[config.mk]
export PLATFORM = sky130hd
export DESIGN_NAME = aes_key_sched_ctrl
export DESIGN_NICKNAME = d
export VERILOG_FILES = /design/src/rtl/aes_key_sched_ctrl.sv
export SDC_FILE = /design/constraint.sdc
export NUM_CORES = 1
export LEC_CHECK = 0
export CAP_MARGIN = 20
export CORE_AREA = 2 2 254 256
export DETAILED_ROUTE_END_ITERATION = 8
export DIE_AREA = 0 0 256 258
export GPL_TIMING_DRIVEN = 0
export PLACE_DENSITY_LB_ADDON = 0.1
export SLEW_MARGIN = 20
export SYNTH_ARGS = -nofsm -noshare
export SYNTH_HDL_FRONTEND = slang
export SYNTH_SLANG_ARGS = --single-unit
[constraint.sdc]
create_clock -name clk -period 11.1 [get_ports clk]
set_input_delay 2.775 -clock clk [delete_from_list [all_inputs] [get_ports clk]]
set_output_delay 2.775 -clock clk [all_outputs]
set_load 0.03 [all_outputs]
[src/rtl/aes_key_sched_ctrl.sv]
// Command sequencer in front of a shared-key AES encrypt/decrypt core.
// Jobs carry their own key; a key change drains both core pipelines,
// strobes the new key into the core and waits for the expanded key
// before any further job is issued, so data never sees a key change.
module aes_key_sched_ctrl #(
    parameter int MAX_INFLIGHT = 32,
    parameter int KEY_TIMEOUT  = 64
) (
    input  logic                            clk,
    input  logic                            rst_n,
    input  logic                            cmd_valid,
    output logic                            cmd_ready,
    input  logic                            cmd_op,
    input  logic [127:0]                    cmd_data,
    input  logic [127:0]                    cmd_key,
    input  logic                            key_flush,
    input  logic                            clear_err,
    output logic                            load_new_key,
    output logic [127:0]                    cipher_key,
    input  logic                            key_is_valid,
    output logic                            enc_in_valid,
    output logic                            dec_in_valid,
    output logic [127:0]                    plain_text,
    output logic [127:0]                    cipher_text_in,
    input  logic                            enc_out_valid,
    input  logic                            dec_out_valid,
    output logic [$clog2(MAX_INFLIGHT):0]   inflight,
    output logic                            busy,
    output logic                            key_err,
    output logic                            cnt_err
);

    localparam int CW = $clog2(MAX_INFLIGHT) + 1;
    localparam int TW = (KEY_TIMEOUT > 1) ? $clog2(KEY_TIMEOUT) : 1;

    localparam logic [2:0] ST_RUN      = 3'd0;
    localparam logic [2:0] ST_DRAIN    = 3'd1;
    localparam logic [2:0] ST_LOAD     = 3'd2;
    localparam logic [2:0] ST_WAIT_KEY = 3'd3;
    localparam logic [2:0] ST_ERROR    = 3'd4;

    logic [2:0]    state_r;
    logic [127:0]  cur_key_r;
    logic          key_loaded_r;
    logic [CW-1:0] inflight_r;
    logic [TW-1:0] timer_r;
    logic          key_err_r;
    logic          cnt_err_r;
    logic          load_r;
    logic          enc_iv_r;
    logic          dec_iv_r;
    logic [127:0]  pt_r;
    logic [127:0]  ct_r;

    logic          key_match_s;
    logic          cmd_ready_s;
    logic          issue_hs_s;
    logic          issue_pending_s;
    logic [CW:0]   up_s;
    logic [CW:0]   dn_s;
    logic [CW:0]   diff_s;
    logic [CW-1:0] inflight_nxt_s;
    logic          cnt_uf_s;

    // Acceptance: only in RUN, only for the loaded key, only with pipeline room
    always_comb begin
        key_match_s     = key_loaded_r && (cmd_key == cur_key_r);
        issue_pending_s = enc_iv_r || dec_iv_r;
        if (state_r == ST_RUN) begin
            cmd_ready_s = cmd_valid && key_match_s && (inflight_r < CW'(MAX_INFLIGHT));
        end else begin
            cmd_ready_s = 1'b0;
        end
        issue_hs_s = cmd_valid && cmd_ready_s;
    end

    // Outstanding-op arithmetic: one increment and up to two decrements per cycle, clamped at zero
    always_comb begin
        up_s   = {1'b0, inflight_r} + {{CW{1'b0}}, issue_hs_s};
        dn_s   = {{CW{1'b0}}, enc_out_valid} + {{CW{1'b0}}, dec_out_valid};
        diff_s = up_s - dn_s;
        if (dn_s > up_s) begin
            cnt_uf_s       = 1'b1;
            inflight_nxt_s = {CW{1'b0}};
        end else begin
            cnt_uf_s       = 1'b0;
            inflight_nxt_s = diff_s[CW-1:0];
        end
    end

    // Outstanding-op counter and its sticky underflow flag
    always_ff @(posedge clk or negedge rst_n) begin
        if (!rst_n) begin
            inflight_r <= {CW{1'b0}};
            cnt_err_r  <= 1'b0;
        end else begin
            inflight_r <= inflight_nxt_s;
            if (cnt_uf_s) begin
                cnt_err_r <= 1'b1;
            end else if (clear_err) begin
                cnt_err_r <= 1'b0;
            end
        end
    end

    // Key sequencing FSM: drain, load, wait for expansion, or time out into ERROR
    always_ff @(posedge clk or negedge rst_n) begin
        if (!rst_n) begin
            state_r      <= ST_RUN;
            cur_key_r    <= 128'd0;
            key_loaded_r <= 1'b0;
            timer_r      <= {TW{1'b0}};
            key_err_r    <= 1'b0;
            load_r       <= 1'b0;
        end else begin
            load_r <= 1'b0;
            case (state_r)
                ST_RUN: begin
                    if (key_flush) begin
                        key_loaded_r <= 1'b0;
                    end
                    if (cmd_valid && !key_match_s) begin
                        state_r <= ST_DRAIN;
                    end
                end
                ST_DRAIN: begin
                    if (key_flush) begin
                        key_loaded_r <= 1'b0;
                    end
                    // the last issue strobe is still on its way to the core
                    if ((inflight_r == {CW{1'b0}}) && !issue_pending_s) begin
                        if (cmd_valid) begin
                            cur_key_r <= cmd_key;
                            load_r    <= 1'b1;
                            state_r   <= ST_LOAD;
                        end else begin
                            state_r <= ST_RUN;
                        end
                    end
                end
                ST_LOAD: begin
                    key_loaded_r <= 1'b0;
                    timer_r      <= {TW{1'b0}};
                    state_r      <= ST_WAIT_KEY;
                end
                ST_WAIT_KEY: begin
                    // a flush here is ignored: the load in progress is the fresh key
                    if (key_is_valid) begin
                        key_loaded_r <= 1'b1;
                        state_r      <= ST_RUN;
                    end else if (timer_r == TW'(KEY_TIMEOUT - 1)) begin
                        key_err_r <= 1'b1;
                        state_r   <= ST_ERROR;
                    end else begin
                        timer_r <= timer_r + {{(TW-1){1'b0}}, 1'b1};
                    end
                end
                ST_ERROR: begin
                    if (key_flush) begin
                        key_loaded_r <= 1'b0;
                    end
                    if (clear_err) begin
                        key_err_r    <= 1'b0;
                        key_loaded_r <= 1'b0;
                        state_r      <= ST_RUN;
                    end
                end
                default: begin
                    key_loaded_r <= 1'b0;
                    state_r      <= ST_RUN;
                end
            endcase
        end
    end

    // Issue stage: one-cycle strobe per handshake; the unused data path keeps its value
    always_ff @(posedge clk or negedge rst_n) begin
        if (!rst_n) begin
            enc_iv_r <= 1'b0;
            dec_iv_r <= 1'b0;
            pt_r     <= 128'd0;
            ct_r     <= 128'd0;
        end else begin
            enc_iv_r <= issue_hs_s && !cmd_op;
            dec_iv_r <= issue_hs_s && cmd_op;
            if (issue_hs_s && !cmd_op) begin
                pt_r <= cmd_data;
            end
            if (issue_hs_s && cmd_op) begin
                ct_r <= cmd_data;
            end
        end
    end

    assign cmd_ready      = cmd_ready_s;
    assign load_new_key   = load_r;
    assign cipher_key     = cur_key_r;
    assign enc_in_valid   = enc_iv_r;
    assign dec_in_valid   = dec_iv_r;
    assign plain_text     = pt_r;
    assign cipher_text_in = ct_r;
    assign inflight       = inflight_r;
    assign busy           = (state_r != ST_RUN) || (inflight_r != {CW{1'b0}});
    assign key_err        = key_err_r;
    assign cnt_err        = cnt_err_r;

endmodule

### Word-level counts from Yosys, hierarchy flattened

Index checks and enable logic that the tools add are counted.

| cells by class | value |
|---|---|
| equal/unequal tests | 14 |
| order comparisons | 2 |
| muxes and demuxes | 25 |
| add/sub/neg operators | 4 |
| reductions and logical operators | 25 |

Operators by type and width:

| cell | number |
|---|---|
| 128-bit == test | 1 |
| 6-bit 2-to-1 mux | 3 |
| 3-bit 2-to-1 mux | 5 |
| 3-bit case mux with 5 select lines | 1 |
| 1-bit 2-to-1 mux | 12 |
| 2-bit != test, second input constant | 6 |
| 6-bit case mux with 2 select lines | 1 |
| 1-bit logical AND | 8 |
| 4-bit AND reduction | 2 |
| 6-bit by 1-bit adder with 7-bit output | 1 |
| 2-bit by 7-bit > comparator with 1-bit output | 1 |
| 6-bit by 1-bit adder with 6-bit output, second input constant | 1 |
| 3-bit by 2-bit == test with 1-bit output, second input constant | 2 |
| 6-bit == test, second input constant | 1 |
| 6-bit zero test | 1 |
| 6-bit less-than comparator, second input constant | 1 |
| 3-bit AND reduction | 2 |
| 2-bit nonzero test | 3 |
| 6-bit nonzero test | 1 |
| 6-bit by 2-bit subtractor with 6-bit output | 1 |
| 3-bit by 1-bit == test with 1-bit output, second input constant | 1 |
| 3-bit == test, second input constant | 1 |
| 1-bit zero test | 3 |
| 3-bit zero test | 1 |
| other kinds (9) | 10 |

| word-level totals | value |
|---|---|
| word-level logic and storage cells | 82 |
| input port bits | 265 |
| register bits after elaboration | 405 |

### Logic depth before layout (Yosys ltp)

| depth | value |
|---|---|
| depth in word-level cells | 10 |
| mapped depth | 16 |
| mapped depth without buffers | 16 |

### Worst setup path after synthesis

OpenSTA, ideal clock, no wires.

| timing | value |
|---|---|
| path kind | input port to output port |
| from | input port cmd_key[83] |
| to | output port cmd_ready |
| stages | 6 |
| data arrival time | 5,283 ps |
| slack | 3,042 ps |
| path buffers | 0 |
| path through | xnor2_1 > nand2_1 > a221o_1 > or4_1 > or4_4 > nor4bb_1 |

| between the ends | value |
|---|---|
| word-level cells in the longest chain between the ends | 5 |

RTL lines:

| item | RTL line | RTL |
|---|---|---|
| start: declaration | 15 | `input logic [127:0] cmd_key,` |
| 128-bit == test | 67 | `key_match_s = key_loaded_r && (cmd_key == cur_key_r);` |
| 1-bit logical AND | 67 |  |
| 1-bit logical AND (2 in series) | 70 | `cmd_ready_s = cmd_valid && key_match_s && (inflight_r < CW'(MAX_INFLIGHT));` |
| 1-bit 2-to-1 mux | 69 | `if (state_r == ST_RUN) begin` |
| end: declaration | 12 | `output logic cmd_ready,` |

Every way passes these cells.

### Worst setup path after layout

| timing | value |
|---|---|
| from | input port cmd_key[79] |
| to | output port cmd_ready |

The elaborated chain is that of the path after synthesis.

==> run metrics <==
outcome finished, final reports clean; Min-Delay Path Depth 1; die area 66050 um^2; Worst Path Arrival 6.37 ns; fin util 42.78%; Critical-path top delay cell a2111oi_0; #FFs+latches synth 405; Pwr Total 5.249 mW; routability cong. approximately 0.85; Final Net Count 2213; initial antenna violation count 16; Placed Instance Area 25560 um^2; Synth Flop Type dfrtp_1; Slew Limit Headroom a little over a fifth; initial detailed-routing violation count 501; clock root buffer clkbuf_16; Post-Syn Nets 1496; most frequent CP cell clkdlybuf4s50_1; Die Width 256 um; Clock Skew a little under 0.02 ns; DR WL/cell 24.17 um; post-synth top area cell dfrtp_1; endpoints failing setup 0; Via Count around 13k; vias in the first global route around 14k; critical-path cell list clkdlybuf4s50_1 > nor2b_1 > a2111oi_0 > nand4_1 > nor3_1 > nand2_1 > nor4bb_1 > clkdlybuf4s50_1; DIE HEIGHT 258 um; ranking of synthesized cells by area dfrtp_1 (57%), mux2_1 (8.9%), mux2_4 (8.5%); total track usage 20.43%; Pwr Density 192.7 nW/um^2; Static Leakage 12.68 nW; Fmax 0.1093 GHz; synthesized netlist cell count 1222; CTS tree yes; Layout area overhead 53.62%; Hold Crit Class flip-flop to flip-flop; RSZ-0062 raised after global routing false; IO Port Bufs roughly 660; worst-margin pin slew 1.148 ns; Num CTS Buffers slightly below 50; crit path capture type output pin; sequential cell area fraction in the yosys report 57.18%; DRT antenna net count 0; maximum vdd drop 0.1227 mV; CTS Hold Buffers Added 0; Mapped Area 17730 um^2; clk buf depth 3; Avg Synthesized Cell Area ~15 um^2; global-route wire length before repair 98990 um; EDFF count, synth 0; Final Cell Area 27230 um^2; synth warn 0; Post-CTS Resized 0; DR vias/cell between 4 and 5; Setup WS post-layout 1.952 ns; share of cells above drive strength 1 18.15%; DP Wirelength 54270 um; max cap viols 0; minimum clock period 9.148 ns; R2R cell count 16; Final Hold Fails 0; htree depth 2; register-to-register setup slack 6.26 ns; Clock transition at path regs 0.05 ns; Post-CTS Setup Bufs 0; IO Count 662; critical path fanouts, max 4; Slew Viols, Final 0; pre-CTS setup slack 1.877 ns; drt first pass iters 4; cell row count 93; crit-path max cell delay 0.98 ns; largest net degree at the start of global routing 90; Core Region 63650 um^2; grt ovf 0; WP data required 8.33 ns; crit path kind input port to output pin; count of cell types in the netlist 55; Final Cycle Share ~82%; # DRC 0; fillers 5991; post-synth top area share a little under three fifths; Clk Latency, worst-skew pair 0.59 ns; starting density of the core 27.85%; Async SR Flop Fraction 100.0%; CP startpoint kind input port; clk sinks roughly 410; Routed Wire Length 68570 um
-- critical path: cells and delay by family --
family | cells | cell delay (ns)
and+or+nand+nor | 5 | 1.38
buffers and inverters | 2 | 1.22
AOI/OAI and AO/OA | 1 | 0.98
-- cell type report --
type                       count  area, um^2  share of cell area, %
timing repair buffer         666        6759                  24.82
antenna                        4       10.01                0.03676
clock inverter                15       230.2                 0.8454
buffer                        45       394.1                  1.447
clock buffer                  75        1435                  5.270
inverter                      41       153.9                 0.5652
multi-input combinational    731        7044                  25.87
tap                          855        1070                  3.929
sequential                   405       10130                  37.22
-- sequential cells by signal, indices dropped and copies added, names as in the netlist, 3 cells and up --
register        cells
cipher_text_in    128
cipher_key        128
state_r             3
plain_text        128
timer_r             6
inflight            6
-- Yosys cell counts (3+ instances only) --
master	number
nor3_1	8
ha_1	8
nand3_1	8
mux2_4	100
buf_6	25
nor2_1	20
a21oi_1	5
a31oi_1	5
xor2_1	67
clkbuf_1	4
or3_1	3
inv_1	40
nor4_1	32
o21ai_0	19
mux2_1	140
a2111oi_0	13
or4_1	4
nand4_1	14
nand2_1	31
buf_2	14
dfrtp_1	405
o22ai_1	8
xnor2_1	20
mux2_2	128
nor2b_1	64
-- per-layer routing --
metal	global-route usage (%)	up-vias	wire [um]
met5	0.4986	-	197
met4	6.433	26	2096
met3	9.256	108	6672
met2	34.93	446	33380
met1	22.67	6368	26220
li1	-	5798	-
-- where the power goes --
| part | switching (mW) | internal [mW] |
|---|---|---|
| registers | 0.227 | 1.70 |
| logic | 0.917 | 0.747 |
| clock network | 0.652 | 1.01 |
| total | 1.79 | 3.45 |
-- logic make-up after synthesis --
family / synth area share [%]
and+or+nand+nor: 6.579
muxes: 25.50
DFF: 57.18
xor gates and xnor gates: 4.299
AOI/OAI and AO/OA: 2.682
buffers and inverters: 3.092
adders and majority gates: 0.6777
-- placed cells by master (no fill, tap or decap), types with 5 or more instances in the layout --
master and instances:
clkdlybuf4s50_1 660, dfrtp_1 405, mux2_1 140, mux2_2 128
mux2_4 100, xor2_1 67, nor2b_1 64, clkbuf_16 50
inv_1 40, nor4_1 32, nand2_1 31, buf_6 25
nor2_1 20, xnor2_1 20, clkbuf_1 20, o21ai_0 19
nand4_1 14, buf_2 14, a2111oi_0 12, clkbuf_8 9
nor3_1 8, o22ai_1 8, nand3_1 8, ha_1 8
clkinv_2 7, a21oi_1 5, a31oi_1 5, bufinv_16 5
buf_16 5
-- per-stage QoR --
step | setup TNS [ns] | cells | hold slack (ns)
CTS | 0 | 2833 | 0.4862
global placement | -4853.41 | 2738 | 0.4672
floorplan | 0 | 1222 | 0.4779
global route | 0 | 2834 | 0.4928
detailed placement | 0 | 2743 | 0.4737
finish | 0 | 2837 | 0.4816
-- worst paths after layout --
| check | start | to |
|---|---|---|
| max in group asynchronous | rst_n | inflight[1] |
| min | plain_text[114] | plain_text[114] |
| min in group asynchronous | rst_n | cipher_text_in[13] |
| max | cmd_key[79] | cmd_ready |
| max reg2reg | cipher_key[100] | inflight[5] |
| min reg2reg | plain_text[114] | plain_text[114] |
Power figures use the tool's default switching activity.
